==> src/rtl/req_agent_ctrl.sv <==
// req_agent_ctrl: four independent agents that queue jobs,
// request a downstream arbiter and own the resource per burst.
module req_agent_ctrl #(
  parameter int BURST_LEN = 4,
  parameter int MAX_PEND  = 7
) (
  input  logic        clock,
  input  logic        reset,
  input  logic [3:0]  job,
  input  logic        gnt_0,
  input  logic        gnt_1,
  input  logic        gnt_2,
  input  logic        gnt_3,
  output logic        req_0,
  output logic        req_1,
  output logic        req_2,
  output logic        req_3,
  output logic [3:0]  busy,
  output logic [3:0]  done,
  output logic [3:0]  overflow,
  output logic [11:0] pend_cnt
);

  typedef enum logic [1:0] {
    IDLE,
    REQ,
    BUSY,
    RELEASE
  } state_t;

  localparam logic [4:0] LOAD = 5'(BURST_LEN - 1);
  localparam logic [3:0] SAT  = 4'(MAX_PEND);

  logic [3:0] gnt;
  state_t     state   [4];
  state_t     state_n [4];
  logic [4:0] cnt     [4];
  logic [4:0] cnt_n   [4];
  logic [2:0] pend    [4];
  logic [2:0] pend_n  [4];
  logic [3:0] sum     [4];
  logic [3:0] done_n;
  logic [3:0] ovf_n;
  logic [3:0] rq;
  logic [3:0] dec;

  assign gnt = {gnt_3, gnt_2, gnt_1, gnt_0};

  // per-agent next state, burst count and saturating job count
  always_comb begin
    rq     = '0;
    dec    = '0;
    done_n = '0;
    ovf_n  = overflow;
    for (int k = 0; k < 4; k++) begin
      state_n[k] = state[k];
      cnt_n[k]   = cnt[k];
      unique case (state[k])
        IDLE: begin
          if (pend[k] != 3'd0) state_n[k] = REQ;
        end
        REQ: begin
          if (gnt[k]) begin
            state_n[k] = BUSY;
            cnt_n[k]   = LOAD;
            dec[k]     = 1'b1;
          end
        end
        BUSY: begin
          if (!gnt[k]) begin
            state_n[k] = IDLE;
            cnt_n[k]   = 5'd0;
            rq[k]      = 1'b1;
          end else if (cnt[k] == 5'd0) begin
            state_n[k] = RELEASE;
            done_n[k]  = 1'b1;
          end else begin
            cnt_n[k] = cnt[k] - 5'd1;
          end
        end
        RELEASE: begin
          if (!gnt[k]) state_n[k] = IDLE;
        end
        default: state_n[k] = IDLE;
      endcase
      sum[k] = {1'b0, pend[k]} + {3'b0, job[k]}
             + {3'b0, rq[k]};
      if (dec[k] && sum[k] != 4'd0) sum[k] = sum[k] - 4'd1;
      if (sum[k] > SAT) begin
        pend_n[k] = SAT[2:0];
        ovf_n[k]  = 1'b1;
      end else begin
        pend_n[k] = sum[k][2:0];
      end
    end
  end

  // state registers, cleared immediately by reset
  always_ff @(posedge clock or negedge reset) begin
    if (!reset) begin
      for (int k = 0; k < 4; k++) begin
        state[k] <= IDLE;
        cnt[k]   <= 5'd0;
        pend[k]  <= 3'd0;
      end
      done     <= '0;
      overflow <= '0;
    end else begin
      for (int k = 0; k < 4; k++) begin
        state[k] <= state_n[k];
        cnt[k]   <= cnt_n[k];
        pend[k]  <= pend_n[k];
      end
      done     <= done_n;
      overflow <= ovf_n;
    end
  end

  // outputs decoded from registered state only
  always_comb begin
    for (int k = 0; k < 4; k++)
      busy[k] = (state[k] == BUSY);
  end

  assign req_0 = (state[0] == REQ) || (state[0] == BUSY);
  assign req_1 = (state[1] == REQ) || (state[1] == BUSY);
  assign req_2 = (state[2] == REQ) || (state[2] == BUSY);
  assign req_3 = (state[3] == REQ) || (state[3] == BUSY);

  assign pend_cnt = {pend[3], pend[2], pend[1], pend[0]};

endmodule

==> config.mk <==
export PLATFORM = sky130hd
export DESIGN_NAME = req_agent_ctrl
export DESIGN_NICKNAME = d
export VERILOG_FILES = /design/src/rtl/req_agent_ctrl.sv
export SDC_FILE = /design/constraint.sdc
export NUM_CORES = 1
export LEC_CHECK = 0
export BUFFER_PORTS_ARGS = -buffer_cell sky130_fd_sc_hd__buf_2
export CORE_UTILIZATION = 31
export DETAILED_ROUTE_END_ITERATION = 8
export PLACE_DENSITY_LB_ADDON = 0.2
export SLEW_MARGIN = 20
export SYNTH_ARGS = -nofsm -noshare
export SYNTH_HDL_FRONTEND = slang
export SYNTH_SLANG_ARGS = --single-unit
==> constraint.sdc <==
create_clock -name clock -period 3.8 [get_ports clock]
set_clock_uncertainty 0.15 [all_clocks]
set_input_delay 0.19 -clock clock [delete_from_list [all_inputs] [get_ports clock]]
set_output_delay 0.19 -clock clock [all_outputs]
set_load 0.1 [all_outputs]
==> results.cfg, run 1 <==
[outcome]
status = complete, no violations

[global_route]
antenna_found_initial = 0
grt_max_degree = 32
grt_pass1_vias = 2677
grt_pass1_wl_mm = 12.2
grt_usage = 0.127
overflow = 0

[finish]
nets = 458
finish.utilization = 0.361
area_delta_synth_final_pct = 12.8
drive_gt1_frac = 0.149
diodes = 0
design_area_um2 = 3930

[logic_synthesis]
synth_edf_count = 0
yosys.cell_types.count = 52
synth-seq-cells = 48
synthTopCellsByArea = dfrtp_1 (34%), ha_1 (13%), a21oi_1 (5.3%), inv_1 (4.2%), a311oi_4 (3.0%)
synth_seq_area_share = 0.344
yosysWarningCount = 0
async_flop_share = 1.00
synth_top_area_frac = 0.344
synth.avg_cell_area_um2 = 9.53
synthesis.area_um2 = 3490
syn-num-nets = 416
yosysTopAreaCell = dfrtp_1
synthFlopType = dfrtp_1
synthCells = 366

[clocking]
cts.sinks = 48
htreeDepth = 2
clockBufferDepth = 2
path_clk_slew_ns = 0.09
cts-resized-gates = 0
numCtsBuffers = 5
cts_tree = done
insertion_delay_ns = 0.30
root_buffer = clkbuf_8

[placed_design]
place.port_buffers = 37
hpwl_mm = 5.33
dpl_cell_area_um2 = 3830
gp_congestion = 0.776

[setup_path]
cp_max_fo = 7
crit_arrival_ns = 3.12
critPathSlowestCell = dfrtp_1
critPathCaptureType = register
critPathRequiredTime_ns = 3.84
path_cells = inv_1 -> ha_1 -> nand2_1 -> fa_1 -> inv_1 -> ha_1 -> inv_1 -> ha_1 -> nand2b_1 -> or4_1 -> a21oi_1 -> a21oi_1
path_buf_inv = 3
cp_slowest_stage_delay_ns = 0.43
worstSetupPathType = register to register
cpLargestDelayFamily = adder cells
start_kind = register

[drt]
drc = 0
top_layer = met4
ant_nets = 0
wl_met1_mm = 3.40
drt_iter0_drc = 104
met3_length_um = 217
wirelength_mm = 7.08
drtPass1Iterations = 4
num_vias = 2827
wl_met2_mm = 3.39
via_per_inst = 5.15
wire_per_inst_um = 12.9

[sta]
drv_slew = 0
hold_violations = 0
tightestPinTransition_ns = 0.715
max_freq_mhz = 325
timing.final.crit_period_ns = 3.08
post-route-period-util = 0.810
relSlewSlack = 0.523
finalHoldWorstSlack_ns = 0.0890
setup_viol = 0
finalSetupTns_ns = 0
rsz0062_at_grt = no

[die]
ioPinCount = 38
die_area_um2 = 11700
core_area_um2 = 10900
die_w_um = 108
die_y_um = 108
start_util = 0.320
fp-row-count = 38

[min_path]
hold_class = input port to register

[job]
cap_violations = 0
[cells in the final DEF, fill, tap and decap left out, types with 3 or more instances in the layout]
| master | instances |
|---|---|
| nand2b_1 | 14 |
| or3_1 | 5 |
| xor2_1 | 6 |
| fa_1 | 4 |
| nand4_1 | 3 |
| a21oi_1 | 37 |
| or4b_4 | 4 |
| dfrtp_1 | 48 |
| o211a_1 | 3 |
| and3_1 | 10 |
| nand3_1 | 6 |
| nand2_1 | 16 |
| buf_2 | 37 |
| nor4b_1 | 7 |
| a311oi_4 | 4 |
| nor2_1 | 25 |
| a31oi_1 | 12 |
| mux2_2 | 5 |
| ha_1 | 36 |
| clkbuf_8 | 6 |
| or4_1 | 5 |
| inv_1 | 39 |
| o21ai_0 | 7 |
| o31ai_1 | 5 |
| nor3_1 | 10 |
| a211oi_1 | 8 |
| nand3b_1 | 5 |
| o2111ai_1 | 4 |
[registers in the layout, indices dropped and copies added, names as in the netlist]
| name | cells |
|---|---|
| pend_cnt | 12 |
| overflow | 4 |
| cnt | 20 |
| state | 8 |
| done | 4 |
[worst min-delay path, stage by stage]
cell and delay (ns):
buf_2 0.16, nand2b_1 0.08, a31oi_1 0.08
[cells by family (layout without fill, tap and decap cells)]
kind of cell	count (synthesis)	count (layout)	share of synthesized area
AOI/OAI and AO/OA	100	100	0.212
muxes	6	6	0.0190
DFF	48	48	0.344
buffers and inverters	43	86	0.0481
adders and majority gates	40	40	0.152
xor gates and xnor gates	8	8	0.0201
and+or+nand+nor	121	121	0.204
[final timing paths]
check,startpoint,to,slack [ns],cells after the start
setup / recovery,state[6],pend_cnt[2],0.72,12
hold / removal,gnt_3,cnt[1],0.09,3
setup reg to reg,state[6],pend_cnt[2],0.72,12
hold reg to reg,overflow[0],overflow[0],0.33,1
max in group asynchronous,reset,cnt[7],2.44,3
min in group asynchronous,reset,overflow[3],0.32,2
[cells in the mapped netlist, types with 4 or more instances]
master / n
nand2b_1: 14
nor2_1: 25
and3_1: 10
o2111ai_1: 4
mux2_2: 5
dfrtp_1: 48
a211oi_1: 8
or4_1: 5
or3_1: 5
ha_1: 36
a31oi_1: 12
nand3_1: 6
inv_1: 39
a311oi_4: 4
o21ai_0: 7
nor4b_1: 7
nand3b_1: 5
or4b_4: 4
nor3_1: 10
nand2_1: 16
fa_1: 4
o31ai_1: 5
a21oi_1: 37
xor2_1: 6
[per-layer routing]
layer,up-vias,track usage
met5,-,0
met4,0,0.0342
met3,6,0.0223
met2,37,0.217
met1,1353,0.165
li1,1431,-
[metrics by stage]
step | setup WS, ns | cells
2_1_floorplan | 0.235 | 366
3_3_place_gp | 0.851 | 540
3_5_place_dp | 0.720 | 540
4_1_cts | 0.720 | 549
5_1_grt | 0.419 | 549
6_report | 0.721 | 549
[what timing repair did]
item,CTS,global route
setup buffers,0,0
hold endpoints to repair,30,0
hold buffers,1,0
[area by class of cell]
type                            count  area [um^2]
Timing Repair Buffer               39          203
Fill cell                        1110         6950
Tap cell                          140          175
Sequential cell                    48         1200
Inverter                           39          146
Multi-Input combinational cell    275         2120
Clock buffer                        8         90.1
Power of run 1 is left out: the tool's default activity adds up to more than one toggle a clock period on the data nets, which glitch-free logic cannot reach.
==> inputs of run 2 (changes only) <==
==> constraint.sdc (replaced) <==
create_clock -name clock -period 2.9 [get_ports clock]
set_clock_uncertainty 0.15 [all_clocks]
set_input_delay 0.145 -clock clock [delete_from_list [all_inputs] [get_ports clock]]
set_output_delay 0.145 -clock clock [all_outputs]
set_load 0.1 [all_outputs]
==> run 2 against run 1 <==
Net effect: first-iteration DRC count grew 63%; critical path depth down 1; utilization is 1.0 points higher; cell area increased by 2.8%; critical endpoint is now overflow[2].
==> results.cfg, run 2 (same netlist as run 1, synthesis figures left out) <==
[finish]
multi_input_area_um2 = 2180
final_common_cell = dfrtp_1
mostFrequentLayoutCells = dfrtp_1 (46), buf_2 (37), a21oi_1 (36)
finish.utilization = 0.371
max_flop_register = cnt
register_area_um2 = 1200
fin_cells = 556
fillerInstances = 1124
nets = 465
area_delta_synth_final_pct = 16.0
diodes = 0
drive_gt1_frac = 0.200
largest_register_ffs = 20

[outcome]
status = complete, no violations

[die]
start_util = 0.320
die_area_um2 = 11700
ioPinCount = 38
die_y_um = 108
fp-row-count = 38
die_w_um = 108
core_area_um2 = 10900

[global_route]
grt_pass1_wl_mm = 12.7
grt_max_degree = 32
use_met1 = 0.170
grtUsageMet2 = 0.229
use_met3 = 0.0259
overflow = 0
grt_usage = 0.135
antenna_found_initial = 0
grt_pass1_vias = 2810
busiest_layer = met2

[sta]
relSlewSlack = 0.609
setup_viol = 0
hold_violations = 0
drv_slew = 0
finalHoldWorstSlack_ns = 0.0519
fin_ws_ns = 0.160
post-route-period-util = 0.945
tightestPinTransition_ns = 0.578
rsz0062_at_grt = no
max_freq_mhz = 365
timing.final.crit_period_ns = 2.74

[min_path]
hold_class = input port to register
hold_depth = 3

[setup_path]
start_kind = register
path_cells = inv_2 -> ha_4 -> nand2b_1 -> fa_1 -> inv_1 -> ha_1 -> inv_1 -> ha_2 -> a21oi_2 -> and4_1 -> or3_1
critPathSlowestCell = dfrtp_2
cp_slowest_stage_delay_ns = 0.44
cp.depth = 11
cpLargestDelayFamily = adder cells
cp_max_fo = 7
crit_top_cell = inv_1
path_buf_inv = 3
critPathRequiredTime_ns = 2.95
worstSetupPathType = register to register
critPathCaptureType = register
reg2reg_depth = 11
crit_arrival_ns = 2.79

[drt]
ant_nets = 0
wire_per_inst_um = 13.4
num_vias = 2879
drc = 0
via_per_inst = 5.18
drtPass1Iterations = 4
wirelength_mm = 7.45
drt_iter0_drc = 169

[placed_design]
place.port_buffers = 37
hpwl_mm = 5.52
gp_congestion = 0.823
dpl_worst_slack_ns = 0.0136
dp.cells = 546

[job]
cap_violations = 0

[clocking]
cts.sinks = 48
htreeDepth = 2
insertion_delay_ns = 0.31
clockBufferDepth = 2
path_clk_slew_ns = 0.10
root_buffer = clkbuf_8
cts_tree = done
numCtsBuffers = 5
-- run 2: layout make-up --
type / count / area share
clock inverter: 1 / 0.00124
tap: 140 / 0.0433
timing repair buffer: 46 / 0.0631
sequential: 48 / 0.298
inverter: 39 / 0.0362
clock buffer: 7 / 0.0189
multi-input combinational: 275 / 0.540
-- run 2: worst register-to-register path, delay by kind of cell (launching register included) --
family / cells / cell delay (ns)
fa+ha+maj: 4 / 1.05
simple gates: 3 / 0.61
buf+inv: 3 / 0.28
flops: 1 / 0.44
compound gates: 1 / 0.09
-- run 2: through the flow --
step           setup TNS (ns)  instance area, um^2
2_1_floorplan          -0.119                 3540
3_3_place_gp                0                 3930
3_5_place_dp                0                 3930
4_1_cts                     0                 4020
5_1_grt                     0                 4040
6_report                    0                 4040
-- run 2: what timing repair did --
item / in CTS / in global routing
setup endpoints to repair: 0 / 9
resized for setup: 0 / 8
setup buffers: 0 / 1
hold buffers: 1 / 0
hold endpoints to repair: 48 / 0
-- run 2: routing by layer --
layer  part of all wire  vias to the layer above
li1                   -                     1445
met4              0.014                        0
met1               0.48                     1379
met2               0.48                       45
met3              0.030                       10
met5                  0                        -
-- run 2: final timing paths --
path	start	end	slack [ns]
setup / recovery	state[2]	overflow[2]	0.16
hold reg to reg	overflow[0]	overflow[0]	0.32
setup reg to reg	state[2]	overflow[2]	0.16
min in group asynchronous	reset	overflow[3]	0.18
hold / removal	gnt_3	cnt[1]	0.05
max in group asynchronous	reset	state[2]	2.03
Power of run 2 is left out for the same reason.
